<file path="src/rtl/reg_file_fetch.sv">
`default_nettype none
// ============================================================================
//  Module      : reg_file_fetch
//  Description : Operand-fetch stage feeding the ALU. Holds the general-purpose
//                register file with two combinational read ports (write-first
//                bypass) and one writeback port, selects B from a register or
//                a constant, and registers A, B, S_ALU and CIN into a single
//                valid/ready pipeline slot.
//  Options     : define REG_ZERO_HARDWIRED_EN to make register 0 a constant
//                zero (writes to it ignored, no bypass for address 0).
//  Revision    : 1.0 - initial release
// ============================================================================
module reg_file_fetch #(
    parameter int WIDTH     = 16,
    parameter int REG_COUNT = 8,
    parameter int ADDR_W    = 3
) (
    input  logic              CLK,
    input  logic              RST,
    // Writeback port
    input  logic              WR_EN,
    input  logic [ADDR_W-1:0] DA,
    input  logic [WIDTH-1:0]  D_IN,
    // Fetch request
    input  logic              IN_VALID,
    output logic              IN_READY,
    input  logic [ADDR_W-1:0] AA,
    input  logic [ADDR_W-1:0] BA,
    input  logic              MB,
    input  logic [WIDTH-1:0]  CONST_IN,
    input  logic [2:0]        S_ALU_IN,
    input  logic              CIN_IN,
    // Operand slot towards the ALU
    output logic              OUT_VALID,
    input  logic              OUT_READY,
    output logic [WIDTH-1:0]  A_OUT,
    output logic [WIDTH-1:0]  B_OUT,
    output logic [2:0]        S_ALU_OUT,
    output logic              CIN_OUT
);

`ifdef REG_ZERO_HARDWIRED_EN
    localparam bit c_zero_hardwired = 1'b1;
`else
    localparam bit c_zero_hardwired = 1'b0;
`endif

    typedef enum logic [0:0] {
        S_EMPTY = 1'b0,
        S_FULL  = 1'b1
    } slot_state_t;

    // ------------------------------------------------------------------------
    // Register file storage
    // ------------------------------------------------------------------------
    logic [WIDTH-1:0]     w_regs [REG_COUNT];
    logic [REG_COUNT-1:0] w_wr_sel;
    logic                 w_wr_any;

    // One storage word per implemented register. The per-register write select
    // only exists for addresses below REG_COUNT, so an out-of-range DA selects
    // nothing and is silently dropped.
    for (genvar gi = 0; gi < REG_COUNT; gi++) begin : g_reg
        if (c_zero_hardwired && (gi == 0)) begin : g_zero
            assign w_wr_sel[gi] = 1'b0;
            assign w_regs[gi]   = '0;
        end else begin : g_store
            logic [WIDTH-1:0] r_q;

            assign w_wr_sel[gi] = WR_EN && (DA == ADDR_W'(gi));

            // Writeback into this register; reset clears it and wins over WR_EN.
            always_ff @(posedge CLK) begin
                if (RST) begin
                    r_q <= '0;
                end else if (w_wr_sel[gi]) begin
                    r_q <= D_IN;
                end
            end

            assign w_regs[gi] = r_q;
        end
    end

    // A write that actually lands in a register this cycle; this is also the
    // exact condition under which the bypass is allowed to forward D_IN.
    assign w_wr_any = |w_wr_sel;

    // ------------------------------------------------------------------------
    // Read ports with write-first bypass
    // ------------------------------------------------------------------------
    logic [WIDTH-1:0] w_raw_a;
    logic [WIDTH-1:0] w_raw_b;
    logic [WIDTH-1:0] w_op_b;

    // Port A: addresses with no implemented register read as zero.
    always_comb begin
        w_raw_a = '0;
        for (int i = 0; i < REG_COUNT; i++) begin
            if (AA == ADDR_W'(i)) begin
                w_raw_a = w_regs[i];
            end
        end
        if (w_wr_any && (DA == AA)) begin
            w_raw_a = D_IN;
        end
    end

    // Port B: same rules as port A, addressed by BA.
    always_comb begin
        w_raw_b = '0;
        for (int i = 0; i < REG_COUNT; i++) begin
            if (BA == ADDR_W'(i)) begin
                w_raw_b = w_regs[i];
            end
        end
        if (w_wr_any && (DA == BA)) begin
            w_raw_b = D_IN;
        end
    end

    // MB mux: constant operand replaces the register value entirely.
    assign w_op_b = MB ? CONST_IN : w_raw_b;

    // ------------------------------------------------------------------------
    // Single-entry pipeline slot
    // ------------------------------------------------------------------------
    slot_state_t r_state;
    slot_state_t w_next_state;
    logic        w_capture;

    logic [WIDTH-1:0] r_a_out;
    logic [WIDTH-1:0] r_b_out;
    logic [2:0]       r_s_alu_out;
    logic             r_cin_out;

    // Slot occupancy register.
    always_ff @(posedge CLK) begin
        if (RST) begin
            r_state <= S_EMPTY;
        end else begin
            r_state <= w_next_state;
        end
    end

    // Next-state and capture decision. Ready depends only on the slot state
    // and the consumer, never on IN_VALID, so no combinational loop can form
    // through an upstream that waits for ready.
    always_comb begin
        w_next_state = r_state;
        w_capture    = 1'b0;
        case (r_state)
            S_EMPTY: begin
                if (IN_VALID) begin
                    w_capture    = 1'b1;
                    w_next_state = S_FULL;
                end
            end
            S_FULL: begin
                if (OUT_READY) begin
                    if (IN_VALID) begin
                        w_capture    = 1'b1;
                        w_next_state = S_FULL;
                    end else begin
                        w_next_state = S_EMPTY;
                    end
                end
            end
            default: begin
                w_next_state = S_EMPTY;
            end
        endcase
    end

    // Operand snapshot: values are frozen at capture, so later writebacks to
    // the source registers cannot disturb a stalled slot.
    always_ff @(posedge CLK) begin
        if (RST) begin
            r_a_out     <= '0;
            r_b_out     <= '0;
            r_s_alu_out <= '0;
            r_cin_out   <= 1'b0;
        end else if (w_capture) begin
            r_a_out     <= w_raw_a;
            r_b_out     <= w_op_b;
            r_s_alu_out <= S_ALU_IN;
            r_cin_out   <= CIN_IN;
        end
    end

    assign IN_READY  = (r_state == S_EMPTY) || OUT_READY;
    assign OUT_VALID = (r_state == S_FULL);
    assign A_OUT     = r_a_out;
    assign B_OUT     = r_b_out;
    assign S_ALU_OUT = r_s_alu_out;
    assign CIN_OUT   = r_cin_out;

endmodule
`default_nettype wire

</file>
<file path="config.mk">
export PLATFORM = sky130hd
export DESIGN_NAME = reg_file_fetch
export DESIGN_NICKNAME = d
export VERILOG_FILES = /design/src/rtl/reg_file_fetch.sv
export SDC_FILE = /design/constraint.sdc
export NUM_CORES = 1
export LEC_CHECK = 0
export ABC_AREA = 1
export BUFFER_PORTS_ARGS = -buffer_cell sky130_fd_sc_hd__clkbuf_2
export CAP_MARGIN = 10
export CORE_MARGIN = 2
export CORE_UTILIZATION = 55
export DETAILED_ROUTE_END_ITERATION = 6
export PLACE_DENSITY = 0.78
export SYNTH_ARGS = -nofsm -noshare
export SYNTH_HDL_FRONTEND = slang
export SYNTH_SLANG_ARGS = --single-unit
</file>
<file path="constraint.sdc">
create_clock -name CLK -period 3 [get_ports CLK]
set_input_delay 0.6 -clock CLK [delete_from_list [all_inputs] [get_ports CLK]]
set_output_delay 0.6 -clock CLK [all_outputs]
set_load 0.02 [all_outputs]
</file>
==> report_table.html, run 1 <==
<table>
<tr><th>Metric</th><th>Value</th></tr>
<tr><th colspan="2">Run status</th></tr>
<tr><td>Outcome</td><td>finished with violations</td></tr>
<tr><td>Failing checks</td><td>design-rule violations</td></tr>
<tr><th colspan="2">Worst setup path</th></tr>
<tr><td>Worst setup EP type</td><td>flop</td></tr>
<tr><td>Critical Path Source</td><td>BA[2]</td></tr>
<tr><td>Critical-path maximum fanout</td><td>21</td></tr>
<tr><td>R2r endpoint</td><td>A_OUT[12]</td></tr>
<tr><td>Data arrival time of the critical path</td><td>2720 ps</td></tr>
<tr><td>Worst EP required</td><td>roughly 3400 ps</td></tr>
<tr><td>Start of the worst register-to-register path</td><td>OUT_VALID</td></tr>
<tr><td>Worst-case reg-to-reg path depth</td><td>7</td></tr>
<tr><td>Register-to-register path setup slack</td><td>1460 ps</td></tr>
<tr><td>Crit path largest cell delay</td><td>around 690 ps</td></tr>
<tr><td>Critical path's slowest cell</td><td>sky130_fd_sc_hd__nand3_1</td></tr>
<tr><td>Critical Setup Path Class</td><td>in -&gt; reg</td></tr>
<tr><td>Cells along the critical path</td><td>clkbuf_2 &gt; inv_1 &gt; nand3_1 &gt; nor2_1 &gt; nor2_1 &gt; nand4_1 &gt; nand2_1 &gt; nand2_1 &gt; nand2_1 &gt; a21oi_1</td></tr>
<tr><td>Startpoint type of the worst setup path</td><td>input pin</td></tr>
<tr><td>CP most frequent cell</td><td>sky130_fd_sc_hd__nand2_1</td></tr>
<tr><th colspan="2">STA</th></tr>
<tr><td>Upper clock frequency limit</td><td>425 MHz</td></tr>
<tr><td>Slew at the pin closest to its max-slew limit</td><td>770 ps</td></tr>
<tr><td>Number of endpoints failing setup at the final stage</td><td>0</td></tr>
<tr><td>Final-layout worst hold slack</td><td>425 ps</td></tr>
<tr><td>Post-route clock skew</td><td>6.12 ps</td></tr>
<tr><td>Hold Vio Cnt, Final</td><td>0</td></tr>
<tr><td>Slew HR</td><td>48.4%</td></tr>
<tr><td>Setup repair after global routing missed its margin</td><td>false</td></tr>
<tr><td>Pins Over Slew Limit</td><td>0</td></tr>
<tr><td>Setup tns final</td><td>0 ps</td></tr>
<tr><td>Post-route worst setup slack</td><td>645 ps</td></tr>
<tr><td>Clock period minus final worst setup slack</td><td>2350 ps</td></tr>
<tr><td>Tcrit/Tclk final</td><td>a little under 80%</td></tr>
<tr><th colspan="2">Clocking</th></tr>
<tr><td>Post CTS Setup Buffer Count</td><td>0</td></tr>
<tr><td>Clock slew seen by the registers of the worst setup and hold paths</td><td>60 ps</td></tr>
<tr><td>Hold-fix buffer count after cts</td><td>0</td></tr>
<tr><td>Clock tree from TritonCTS</td><td>built</td></tr>
<tr><td>Latest clock arrival within the worst-skew pair</td><td>430 ps</td></tr>
<tr><td>Cell chosen for the clock root</td><td>sky130_fd_sc_hd__clkbuf_16</td></tr>
<tr><td>Post-cts sizing count</td><td>0</td></tr>
<tr><td>Number of sinks driven by the clock tree</td><td>165</td></tr>
<tr><td>Number of H-tree levels</td><td>4</td></tr>
<tr><td>Total CTS buffers</td><td>17</td></tr>
<tr><td>Worst-case clock buffer depth</td><td>2</td></tr>
<tr><th colspan="2">Global routing</th></tr>
<tr><td>Antenna violations before repair</td><td>0</td></tr>
<tr><td>Via count of the first global-routing pass</td><td>8069</td></tr>
<tr><td>Pin count of the biggest net entering global routing</td><td>around 130</td></tr>
<tr><td>Global-route wire length before repair</td><td>around 42000 um</td></tr>
<tr><td>Total track usage</td><td>33.0%</td></tr>
<tr><td>Remaining global-route overflow</td><td>0</td></tr>
<tr><th colspan="2">Run</th></tr>
<tr><td>Max Cap Viol</td><td>0</td></tr>
<tr><th colspan="2">Power and ir drop</th></tr>
<tr><td>Leakage power</td><td>3.93 nW</td></tr>
<tr><td>Pwr Density</td><td>548 nW/um2</td></tr>
<tr><td>Worst ir drop on vdd</td><td>roughly 0.00044 V</td></tr>
<tr><th colspan="2">Min path</th></tr>
<tr><td>Hold path depth</td><td>3</td></tr>
<tr><td>Hold-critical path endpoint</td><td>S_ALU_OUT[1]</td></tr>
<tr><td>Critical hold path startpoint</td><td>S_ALU_IN[1]</td></tr>
<tr><td>Hold Path Class</td><td>in -&gt; reg</td></tr>
<tr><th colspan="2">Logic synthesis</th></tr>
<tr><td>Number of synthesized register bits</td><td>165</td></tr>
<tr><td>Share of the yosys chip area belonging to registers</td><td>slightly below 40%</td></tr>
<tr><td>Yosys warns</td><td>0</td></tr>
<tr><td>Post-Syn Area</td><td>8430 um2</td></tr>
<tr><td>Gate count after technology mapping</td><td>1313</td></tr>
<tr><td>Post-Synthesis Mean Instance Area</td><td>6.42 um2</td></tr>
<tr><td>Library cells used by synthesis</td><td>27</td></tr>
<tr><td>Syn Nets</td><td>1364</td></tr>
<tr><th colspan="2">Detailed routing</th></tr>
<tr><td>Detail-routed via count per cell</td><td>5.85</td></tr>
<tr><td>Total number of vias</td><td>~9100</td></tr>
<tr><td>DRC viols</td><td>7</td></tr>
<tr><td>Number of nets with antenna violations after detailed routing</td><td>0</td></tr>
<tr><td>Routed len/inst</td><td>17.3 um</td></tr>
<tr><td>Detailed-route wire length</td><td>26900 um</td></tr>
<tr><td>Detailed-router iteration count before antenna repair</td><td>7</td></tr>
<tr><td>Iter 0 DRT Violations</td><td>1052</td></tr>
<tr><th colspan="2">Layout</th></tr>
<tr><td>Synth-to-Final Area Change</td><td>12.9%</td></tr>
<tr><td>Share of cells above drive strength 1</td><td>12.2%</td></tr>
<tr><td>Antenna diode count</td><td>0</td></tr>
<tr><td>Final layout net count</td><td>1405</td></tr>
<tr><td>Final-layout fill cell count</td><td>1430</td></tr>
<tr><th colspan="2">Floorplanning</th></tr>
<tr><td>Top-level port count</td><td>89</td></tr>
<tr><td>Site Rows</td><td>45</td></tr>
<tr><td>Die Y-Extent</td><td>128 um</td></tr>
<tr><td>Starting density of the core</td><td>between 50% and 60%</td></tr>
<tr><td>X dimension of the die</td><td>128 um</td></tr>
<tr><td>Total core area</td><td>15100 um2</td></tr>
<tr><td>Overall die area</td><td>16300 um2</td></tr>
<tr><th colspan="2">Place</th></tr>
<tr><td>Weighted congestion reported at the end of routability-driven placement</td><td>between 0.9 and 1</td></tr>
<tr><td>Detailed-placement wirelength estimate</td><td>18400 um</td></tr>
<tr><td>Post-Place Setup Slack</td><td>about 350 ps</td></tr>
<tr><td>Total of buffers placed on input and output ports</td><td>around 90</td></tr>
</table>
[registers in the layout, summed over array words and instances (netlist names)]
name / flops
OUT_VALID: 1
g.g_store.r_q: 128
B_OUT: 16
A_OUT: 16
S_ALU_OUT: 3
CIN_OUT: 1
[cell usage in the layout (no fill, tap or decap), drive strengths merged]
cell and n:
bufinv 2, dfxtp 165, nand4 53, clkinvlp 2, xor2 2, o21a 12, o211ai 1, clkbuf 111
o21ai 152, nand2 268, buf 28, inv 132, a21oi 142, nor3 10, nand3 50, nor2 214
clkinv 6, o22ai 12, o2111ai 4
[cells in the mapped netlist]
| master | number | area share (%) |
|---|---|---|
| sky130_fd_sc_hd__buf_4 | 3 | 0.27 |
| sky130_fd_sc_hd__nand4_1 | 53 | 3.9 |
| sky130_fd_sc_hd__buf_1 | 5 | 0.22 |
| sky130_fd_sc_hd__o21ai_0 | 151 | 9.0 |
| sky130_fd_sc_hd__nand2_2 | 1 | 0.074 |
| sky130_fd_sc_hd__o2111ai_1 | 4 | 0.42 |
| sky130_fd_sc_hd__o211ai_1 | 1 | 0.089 |
| sky130_fd_sc_hd__nor3_1 | 4 | 0.24 |
| sky130_fd_sc_hd__inv_2 | 2 | 0.089 |
| sky130_fd_sc_hd__nor3_2 | 3 | 0.36 |
| sky130_fd_sc_hd__a21oi_1 | 131 | 7.8 |
| sky130_fd_sc_hd__o21a_1 | 12 | 1.1 |
| sky130_fd_sc_hd__xor2_1 | 2 | 0.21 |
| sky130_fd_sc_hd__nand2_1 | 267 | 12 |
| sky130_fd_sc_hd__o22ai_1 | 12 | 0.89 |
| sky130_fd_sc_hd__nor2_1 | 213 | 9.5 |
| sky130_fd_sc_hd__nor2_2 | 1 | 0.074 |
| sky130_fd_sc_hd__a21oi_2 | 11 | 1.1 |
| sky130_fd_sc_hd__inv_1 | 130 | 5.8 |
| sky130_fd_sc_hd__clkbuf_2 | 1 | 0.059 |
| sky130_fd_sc_hd__nor3_4 | 3 | 0.58 |
| sky130_fd_sc_hd__o21ai_1 | 1 | 0.059 |
| sky130_fd_sc_hd__dfxtp_1 | 165 | 39 |
| sky130_fd_sc_hd__buf_2 | 24 | 1.4 |
| sky130_fd_sc_hd__clkinv_1 | 2 | 0.089 |
| sky130_fd_sc_hd__nand3_1 | 50 | 3.0 |
| sky130_fd_sc_hd__clkbuf_1 | 61 | 2.7 |
[cell type report]
| type | count | area (um2) | area share [%] |
|---|---|---|---|
| clock buffer | 23 | 488 | 5.12 |
| clock inverter | 8 | 98.8 | 1.04 |
| inverter | 134 | 503 | 5.28 |
| multi-input combinational | 920 | 4230 | 44.4 |
| sequential | 165 | 3300 | 34.7 |
| tap | 188 | 235 | 2.47 |
| timing repair buffer | 116 | 663 | 6.96 |
[cells by family (layout without fill, tap and decap cells)]
logic type,after synthesis,count (layout),share of synthesized area [%]
flip-flops,165,165,39.2
buffers and inverters,228,281,10.7
AO/OA/AOI/OAI,323,323,20.4
XOR/XNOR,2,2,0.208
AND/OR/NAND/NOR,595,595,29.6
[per-stage QoR]
stage               instance area [um2]  utilization, %  std cells  total power [mW]
floorplan                          8430               -       1313              2.82
global placement                   8940            59.2       1523              3.03
detailed placement                 8940            59.2       1523              3.04
CTS                                9520            63.1       1554              5.20
global route                       9520            63.1       1554              5.39
finish                             9520            63.1       1554              5.22
[per-layer routing]
layer	GRT usage [%]	up-vias	wire length (um)
li1	-	4340	-
met1	42.3	4203	10900
met2	52.9	422	12600
met3	5.43	119	1890
met4	18.4	0	1490
met5	0	-	0
[worst max path at each step]
stage,to,slack (ps),cells after the start
global placement,B_OUT[7],390,10
detailed placement,B_OUT[15],350,10
global route,B_OUT[7],530,10
finish,B_OUT[15],650,10
floorplan,B_OUT[3],1020,10
CTS,B_OUT[15],770,10
[report_power, final]
group	internal, mW	total [mW]	switching [mW]
clock	1.31	2.20	0.898
combinational	0.206	0.671	0.465
sequential	2.28	2.34	0.0578
total	3.79	5.22	1.42
[critical path, delay by kind of cell]
kind                   cells  cell delay [ps]
and+or+nand+nor            7             1300
buffers and inverters      2              700
AOI/OAI and AO/OA          1              110
(Power assumes the default switching activity.)
==> inputs of run 2 (changes only) <==
--- a/config.mk
+++ b/config.mk
@@ -9,9 +9,9 @@
 export BUFFER_PORTS_ARGS = -buffer_cell sky130_fd_sc_hd__clkbuf_2
 export CAP_MARGIN = 10
 export CORE_MARGIN = 2
-export CORE_UTILIZATION = 55
+export CORE_UTILIZATION = 54
 export DETAILED_ROUTE_END_ITERATION = 6
-export PLACE_DENSITY = 0.78
+export PLACE_DENSITY = 0.8
 export SYNTH_ARGS = -nofsm -noshare
 export SYNTH_HDL_FRONTEND = slang
 export SYNTH_SLANG_ARGS = --single-unit
==> constraint.sdc (replaced) <==
create_clock -name CLK -period 2.1 [get_ports CLK]
set_input_delay 0.42 -clock CLK [delete_from_list [all_inputs] [get_ports CLK]]
set_output_delay 0.42 -clock CLK [all_outputs]
set_load 0.02 [all_outputs]
==> run 2 against run 1 <==
  * The run now ends clean
  * Cell count is 2.7% higher
  * First-iteration DRC count is 3.8% higher
  * Core utilization is 0.96 points higher
  * Power is 49% higher
  * Critical path depth stayed put
  * Combinational power is 46% higher
  * Sequential share of layout area is 0.90 points lower
  * Setup slack worse by 240 ps
  * Via count is 0.79% lower
  * Register-to-register slack worse by 840 ps
  * Routed wire length is 2.2% lower
  * Clock-buffer cell count is 4 lower
  * Highest routed layer unchanged
==> report_table.html, run 2 (synthesis gave the netlist of run 1 again) <==
<table>
<tr><th>Metric</th><th>Value</th></tr>
<tr><th colspan="2">Floorplanning</th></tr>
<tr><td>Site Rows</td><td>45</td></tr>
<tr><td>Total core area</td><td>about 15000 um2</td></tr>
<tr><td>Starting density of the core</td><td>55.3%</td></tr>
<tr><td>Die Y-Extent</td><td>about 130 um</td></tr>
<tr><td>X dimension of the die</td><td>129 um</td></tr>
<tr><td>Top-level port count</td><td>89</td></tr>
<tr><td>Overall die area</td><td>16600 um2</td></tr>
<tr><th colspan="2">Worst setup path</th></tr>
<tr><td>R2r endpoint</td><td>A_OUT[1]</td></tr>
<tr><td>Cells along the critical path</td><td>clkbuf_2 &gt; inv_1 &gt; nand3_1 &gt; inv_1 &gt; nand2_1 &gt; o211ai_1 &gt; a21oi_1 &gt; nand4_1 &gt; a21oi_1 &gt; nor2_1</td></tr>
<tr><td>Critical Setup Path Class</td><td>in -&gt; reg</td></tr>
<tr><td>Startpoint type of the worst setup path</td><td>input pin</td></tr>
<tr><td>Worst setup EP type</td><td>flop</td></tr>
<tr><td>Crit path largest cell delay</td><td>260 ps</td></tr>
<tr><td>Worst-case reg-to-reg path depth</td><td>8</td></tr>
<tr><td>Register-to-register path setup slack</td><td>620 ps</td></tr>
<tr><td>Critical Path Source</td><td>AA[0]</td></tr>
<tr><td>Critical path's slowest cell</td><td>sky130_fd_sc_hd__inv_1</td></tr>
<tr><td>Data arrival time of the critical path</td><td>2020 ps</td></tr>
<tr><td>Worst EP required</td><td>2430 ps</td></tr>
<tr><td>Crit path capture</td><td>A_OUT[4]</td></tr>
<tr><td>Start of the worst register-to-register path</td><td>OUT_VALID</td></tr>
<tr><td>Critical-path maximum fanout</td><td>15</td></tr>
<tr><th colspan="2">Global routing</th></tr>
<tr><td>Remaining global-route overflow</td><td>0</td></tr>
<tr><td>Global-route wire length before repair</td><td>42000 um</td></tr>
<tr><td>Pin count of the biggest net entering global routing</td><td>52</td></tr>
<tr><td>Total track usage</td><td>32.4%</td></tr>
<tr><td>Via count of the first global-routing pass</td><td>between 8000 and 9000</td></tr>
<tr><td>Antenna violations before repair</td><td>0</td></tr>
<tr><th colspan="2">STA</th></tr>
<tr><td>Setup repair after global routing missed its margin</td><td>false</td></tr>
<tr><td>Tcrit/Tclk final</td><td>80.6%</td></tr>
<tr><td>Clock period minus final worst setup slack</td><td>1690 ps</td></tr>
<tr><td>Pins Over Slew Limit</td><td>0</td></tr>
<tr><td>Upper clock frequency limit</td><td>591 MHz</td></tr>
<tr><td>Slew at the pin closest to its max-slew limit</td><td>537 ps</td></tr>
<tr><td>Hold Vio Cnt, Final</td><td>0</td></tr>
<tr><td>Number of endpoints failing setup at the final stage</td><td>0</td></tr>
<tr><td>Post-route clock skew</td><td>7.86 ps</td></tr>
<tr><td>Setup tns final</td><td>0 ps</td></tr>
<tr><td>Slew HR</td><td>64.2%</td></tr>
<tr><th colspan="2">Detailed routing</th></tr>
<tr><td>Detail-routed via count per cell</td><td>5.65</td></tr>
<tr><td>Iter 0 DRT Violations</td><td>1092</td></tr>
<tr><td>Routed len/inst</td><td>between 15 and 20 um</td></tr>
<tr><td>DRC viols</td><td>0</td></tr>
<tr><td>Detailed-router iteration count before antenna repair</td><td>5</td></tr>
<tr><td>Number of nets with antenna violations after detailed routing</td><td>0</td></tr>
<tr><td>Total number of vias</td><td>around 9000</td></tr>
<tr><td>Detailed-route wire length</td><td>26300 um</td></tr>
<tr><th colspan="2">Power and ir drop</th></tr>
<tr><td>Sw Share</td><td>approximately a quarter</td></tr>
<tr><td>Share of power burned in registers</td><td>43.1%</td></tr>
<tr><td>Worst ir drop on vdd</td><td>approximately 0.00055 V</td></tr>
<tr><td>Relative contribution of combinational cells to total power</td><td>12.6%</td></tr>
<tr><td>Relative contribution of the clock network to total power</td><td>between 40% and 50%</td></tr>
<tr><td>Switching Power</td><td>2.07 mW</td></tr>
<tr><td>Total power</td><td>7.76 mW</td></tr>
<tr><td>Leakage power</td><td>roughly 4.1 nW</td></tr>
<tr><td>Internal cell power</td><td>5.69 mW</td></tr>
<tr><td>Pwr Density</td><td>794 nW/um2</td></tr>
<tr><th colspan="2">Layout</th></tr>
<tr><td>Antenna diode count</td><td>0</td></tr>
<tr><td>Share of cells above drive strength 1</td><td>13.4%</td></tr>
<tr><td>Synth-to-Final Area Change</td><td>15.9%</td></tr>
<tr><td>Commonest cells after routing, fill and taps aside</td><td>sky130_fd_sc_hd__nand2_1 (267), sky130_fd_sc_hd__nor2_1 (213), sky130_fd_sc_hd__dfxtp_1 (165)</td></tr>
<tr><td>Register ranked first by flip-flop count</td><td>g.g_store.r_q</td></tr>
<tr><td>Most common cell after layout, fill and taps aside</td><td>sky130_fd_sc_hd__nand2_1</td></tr>
<tr><td>Final-layout fill cell count</td><td>1402</td></tr>
<tr><td>Max FFs per register</td><td>128</td></tr>
<tr><td>Final layout net count</td><td>1423</td></tr>
<tr><th colspan="2">Min path</th></tr>
<tr><td>Hold Path Class</td><td>in -&gt; reg</td></tr>
<tr><th colspan="2">Place</th></tr>
<tr><td>Weighted congestion reported at the end of routability-driven placement</td><td>0.957</td></tr>
<tr><td>Detailed-placement wirelength estimate</td><td>18600 um</td></tr>
<tr><td>Total of buffers placed on input and output ports</td><td>88</td></tr>
<tr><th colspan="2">Clocking</th></tr>
<tr><td>Post-cts sizing count</td><td>0</td></tr>
<tr><td>Post CTS Setup Buffer Count</td><td>0</td></tr>
<tr><td>Number of sinks driven by the clock tree</td><td>~170</td></tr>
<tr><td>Number of H-tree levels</td><td>4</td></tr>
<tr><td>Cell chosen for the clock root</td><td>sky130_fd_sc_hd__clkbuf_16</td></tr>
<tr><td>Total CTS buffers</td><td>17</td></tr>
<tr><td>Clock tree from TritonCTS</td><td>built</td></tr>
<tr><td>Latest clock arrival within the worst-skew pair</td><td>430 ps</td></tr>
<tr><td>Clock slew seen by the registers of the worst setup and hold paths</td><td>70 ps</td></tr>
<tr><td>Hold-fix buffer count after cts</td><td>0</td></tr>
<tr><td>Worst-case clock buffer depth</td><td>2</td></tr>
<tr><th colspan="2">Run status</th></tr>
<tr><td>Outcome</td><td>finished, final reports clean</td></tr>
<tr><th colspan="2">Run</th></tr>
<tr><td>Max Cap Viol</td><td>0</td></tr>
</table>
-- run 2: per-layer routing --
layer	track usage (%)	wire length [um]	up-vias
met5	0	0	-
met4	14.6	977	0
met3	4.91	1570	87
met2	53.8	12700	367
met1	41.8	11100	4173
li1	-	-	4385
-- run 2: power by group through the flow --
| stage | combinational (mW) | sequential (mW) | clock (mW) |
|---|---|---|---|
| after detailed placement | 0.959 | 3.41 | 0 |
| after global routing | 1.08 | 3.36 | 3.58 |
| after CTS | 0.964 | 3.34 | 3.44 |
| after floorplan | 0.594 | 3.44 | 0 |
| after global placement | 0.941 | 3.41 | 0 |
| final | 0.981 | 3.35 | 3.43 |
-- run 2: worst max-delay path: cells and delay by family --
kind                   cells  cell delay, ps
and+or+nand+nor            4             490
buffers and inverters      3             590
AOI/OAI and AO/OA          3             520
-- run 2: stage by stage --
stage | hold WS [ps] | worst slack, ps | area (um2) | std cells | utilization [%]
floorplan | 437 | 297 | 8430 | 1313 | -
finish | 224 | 408 | 9780 | 1596 | 64.1
CTS | 219 | 436 | 9780 | 1596 | 64.1
detailed placement | 456 | 60.0 | 9140 | 1564 | 59.9
global placement | 452 | 90.2 | 9140 | 1564 | 59.9
global route | 229 | 239 | 9780 | 1596 | 64.1
-- run 2: how the worst min path moves through the flow --
stage / cells after the start / start / to
2_1_floorplan: 2 / g_reg[3].g_store.r_q[12] / g_reg[3].g_store.r_q[12]
3_3_place_gp: 2 / g_reg[3].g_store.r_q[4] / g_reg[3].g_store.r_q[4]
3_5_place_dp: 2 / g_reg[5].g_store.r_q[15] / g_reg[5].g_store.r_q[15]
4_1_cts: 3 / IN_VALID / OUT_VALID
5_1_grt: 3 / IN_VALID / OUT_VALID
6_report: 3 / IN_VALID / OUT_VALID
-- run 2: layout make-up --
class                      count  area, um2  area share (%)
multi-input combinational    920       4230            43.3
sequential                   165       3300            33.8
timing repair buffer         134        836            8.55
inverter                     134        503            5.14
clock buffer                  19        433            4.43
tap                          211        264            2.70
clock inverter                13        205            2.10
